**src/rtl/clk_div_gen.sv**
```systemverilog
// Clock-enable based divider: free-running binary taps, a programmable square
// wave with glitch-free reconfiguration at period boundaries, and a mask-selected AND.
module clk_div_gen #(
  parameter int unsigned TAPS      = 4,
  parameter int unsigned WIDTH     = 8,
  parameter int unsigned RESET_DIV = 0
) (
  input  logic             clk,
  input  logic             reset,
  input  logic             en,
  input  logic [WIDTH-1:0] cfg_div,
  input  logic             cfg_load,
  input  logic [TAPS:0]    cfg_mask,
  output logic [TAPS-1:0]  taps,
  output logic [TAPS-1:0]  tap_stb,
  output logic             div_out,
  output logic             div_stb,
  output logic             and_out,
  output logic             cfg_busy
);

  logic [TAPS-1:0]  tcnt;
  logic [TAPS-1:0]  tcnt_nxt;
  logic [WIDTH-1:0] pcnt;
  logic [WIDTH-1:0] act_div;
  logic [WIDTH-1:0] pend_div;
  logic [TAPS:0]    sel;
  logic             hit;
  logic             apply;
  logic             and_nxt;

  assign taps = tcnt;

  always_comb begin
    tcnt_nxt = tcnt + 1'b1;
    hit      = (pcnt == act_div);
    // Only the falling toggle ends a full period, so a new divisor never
    // shortens or stretches a half-period already in progress.
    apply    = en & hit & div_out & cfg_busy;
    sel      = {div_out, tcnt};
    and_nxt  = (|cfg_mask) & (&(sel | ~cfg_mask));
  end

  always_ff @(posedge clk) begin
    if (reset) begin
      tcnt     <= '0;
      pcnt     <= '0;
      div_out  <= 1'b0;
      tap_stb  <= '0;
      div_stb  <= 1'b0;
      and_out  <= 1'b0;
      act_div  <= WIDTH'(RESET_DIV);
      pend_div <= '0;
      cfg_busy <= 1'b0;
    end else begin
      tap_stb <= '0;
      div_stb <= 1'b0;
      if (en) begin
        tcnt    <= tcnt_nxt;
        tap_stb <= tcnt_nxt & ~tcnt;
        if (hit) begin
          pcnt    <= '0;
          div_out <= ~div_out;
          div_stb <= ~div_out;
        end else begin
          pcnt <= pcnt + 1'b1;
        end
      end
      if (apply) act_div <= pend_div;
      // A load in the apply cycle queues behind the value being applied.
      if (cfg_load) begin
        pend_div <= cfg_div;
        cfg_busy <= 1'b1;
      end else if (apply) begin
        cfg_busy <= 1'b0;
      end
      and_out <= and_nxt;
    end
  end

endmodule

```
**config.mk**
```make
export PLATFORM = sky130hd
export DESIGN_NAME = clk_div_gen
export DESIGN_NICKNAME = d
export VERILOG_FILES = /design/src/rtl/clk_div_gen.sv
export SDC_FILE = /design/constraint.sdc
export NUM_CORES = 1
export LEC_CHECK = 0
export BUFFER_PORTS_ARGS = -buffer_cell sky130_fd_sc_hd__buf_2
export CORE_MARGIN = 2
export CORE_UTILIZATION = 55
export CTS_BUF_LIST = sky130_fd_sc_hd__clkbuf_8
export CTS_CLUSTER_DIAMETER = 60
export DETAILED_ROUTE_END_ITERATION = 12
export PLACE_DENSITY = 0.84
export SLEW_MARGIN = 20
export SYNTH_ARGS = -nofsm -noshare
export SYNTH_HDL_FRONTEND = slang
export SYNTH_SLANG_ARGS = --single-unit
export TNS_END_PERCENT = 30
```
**constraint.sdc**
```tcl
create_clock -name clk -period 1.85 [get_ports clk]
set_clock_uncertainty 0.1 [all_clocks]
set_input_delay 0.37 -clock clk [delete_from_list [all_inputs] [get_ports clk]]
set_output_delay 0.37 -clock clk [all_outputs]
set_load 0.005 [all_outputs]
```
==> impl_metrics.ini <==
[pwr]
p_sw_uw = 375.9
p_sw_frac = 0.2414
p_int_uw = 1181
clock_power_share = 0.356
p_leak_uw = 0.0007708
power.total_uw = 1557
sequentialPowerShare = 0.535
peakVddDrop_mv = 0.6696
powerDensity_nw_per_um2 = 844.8
p_comb_frac = 0.109

[critical_path]
path_max_fanout = 5
start_kind = flop
cp_data_arrival_time_ns = 1.74
cp-end-kind = flop
critPathRequiredTime_ns = 1.93
path_class = reg2reg

[logic_synthesis]
yosysTopAreaCell = dfxtp_1
ys_ff_latch = 36
ys_seq_area_frac = 0.4634
yosysUniqueCellTypes = 28
synth_top_area_share = 0.4634
synthTopCellsByArea = dfxtp_1 46%, mux2i_1 11%, nor2_1 6.3%
syn_inst = 161
synth-main-ff-cell = dfxtp_1
async_reset_ff_frac = 0
syn_nets = 183
synth_edf_count = 0
yosys_warnings = 0
synthesis.area_sq_um = 1555
synth_area_per_cell_sq_um = 9.660

[final_layout]
antennaDiodeCount = 0
fillerInstances = 210
fin_util = 0.6801
nNetsFinal = 218
synthToLayoutAreaGrowth_pct = 18.50
drive_gt1_frac = 0.2335

[clocking]
insertion_delay_ns = 0.29
postCtsResizedCells = 0
cts_tree = done
ctsLongestPathBuffers = 2
cts_setup_buffers = 0
hold_buffers = 0
htree_levels = 2
cts_buffers = 5
clk_pin_slew_worst_paths_ns = 0.07
clkSinkCount = 36
clock-root-buffer = clkbuf_8

[floorplan]
dieHeight_um = 57.18
core_sq_um = 2710
core.rowCount = 19
die-area_sq_um = 3269
pin_count = 29
dieWidth_um = 57.18
start_util = 0.5739

[hold_path]
hp-class = in2reg

[sta]
setup_viol = 0
max_slew_margin = 0.7519
final.setup.tns_ns = 0
timing.fmax_mhz = 604.9
rsz0062_at_grt = no
hold_viol_final = 0
tightest_slew_ns = 0.3670
fin_crit_ns = 1.653
drv_slew = 0
min_period_over_period = 0.8937

[routing]
dr.first_iter.drc_count = 22
num_vias = 1197
antenna_left = 0
wl_per_cell_um = 12.66
first_pass_iters = 4
drc = 0
wl_um = 2886
vias_per_cell = 5.250

[grt]
grt-ovfl-total = 0
grt_pass1_wl_um = 4795
antenna_found_initial = 0
grt_start_max_net_pins = 19
grt_use_total = 0.1943
grt_pass1_vias = 1112

[placed_design]
portBuffers = 28
hpwl_um = 2183
gp_congestion = 0.9286

[outcome]
status = complete, no violations

[job]
drv_cap = 0
kinds of logic (layout without fill, tap and decap cells):
kind of cell / count (synthesis) / count (layout) / share of synthesized area
fa+ha+maj: 5 / 5 / 0.04023
xor+xnor: 16 / 16 / 0.1046
mux: 18 / 18 / 0.1167
flops: 36 / 36 / 0.4634
compound gates: 8 / 8 / 0.04586
simple gates: 66 / 66 / 0.2003
buf+inv: 12 / 48 / 0.02896
area by class of cell:
class / count / area, sq um / area share
clock buffer: 6 / 82.58 / 0.04481
timing repair buffer: 33 / 177.7 / 0.09640
clock inverter: 2 / 7.507 / 0.004073
sequential: 36 / 720.7 / 0.3910
inverter: 7 / 26.28 / 0.01426
multi-input combinational: 113 / 789.5 / 0.4284
tap: 31 / 38.79 / 0.02105
state kept, by name (all words and copies together) (netlist names):
| name | cells |
|---|---|
| div_stb | 1 |
| taps | 4 |
| pcnt | 8 |
| tap_stb | 4 |
| div_out | 1 |
| cfg_busy | 1 |
| act_div | 8 |
| and_out | 1 |
| pend_div | 8 |
metrics by stage:
| step | instance area [sq um] | worst slack, ns | hold WS [ns] | cells |
|---|---|---|---|---|
| 2_1_floorplan | 1555 | 0.1791 | 0.3373 | 161 |
| 3_3_place_gp | 1753 | 0.2818 | 0.3478 | 220 |
| 3_5_place_dp | 1753 | 0.2137 | 0.3531 | 220 |
| 4_1_cts | 1843 | 0.2017 | 0.1905 | 228 |
| 5_1_grt | 1843 | 0.1129 | 0.2002 | 228 |
| 6_report | 1843 | 0.1967 | 0.1975 | 228 |
metal layers:
metal,vias up,track usage,wire length [um]
met5,-,0,0
met2,28,0.3235,1410
li1,607,-,-
met3,8,0.06803,136
met4,0,0.08970,70
met1,554,0.2243,1269
final timing paths:
check / start / to / slack (ns) / cells after the start
worst max-delay path: pcnt[0] / div_out / 0.20 / 4
worst min-delay path: cfg_mask[0] / and_out / 0.20 / 2
worst max register to register: pcnt[0] / div_out / 0.20 / 4
worst min register to register: pend_div[7] / act_div[7] / 0.36 / 2
synthesized netlist by cell type, types with 2 or more instances:
library cell and n:
a211oi_1 3, xnor2_2 3, dfxtp_1 36, nand3_1 2, xnor2_1 10, nor2_1 26, xor2_1 3, nor3_1 3
clkbuf_1 3, inv_1 6, mux2i_1 17, and2_1 4, nand2_1 22, buf_1 2, ha_1 5, nand4_1 4
worst max-delay path: stages (launching register included):
cell and delay (ns):
dfxtp_1 0.45, xnor2_2 0.16, nand4_2 0.16, nor3_1 0.30, mux2_2 0.37
cell usage in the layout (no fill, tap or decap), drive strengths merged, types with 4 or more instances in the layout:
master / instances
nand4: 5
clkbuf: 6
and2: 4
nand2: 22
mux2i: 17
xnor2: 13
nor2: 26
buf: 33
inv: 8
ha: 5
dfxtp: 36
power by group through the flow:
stage	Combinational, uW	Sequential [uW]	Clock, uW
2_1_floorplan	105	848	0
3_3_place_gp	161	848	0
3_5_place_dp	169	851	0
4_1_cts	171	833	570
5_1_grt	188	837	599
6_report	170	833	554
Note: power is estimated with default switching activity, not from simulation.
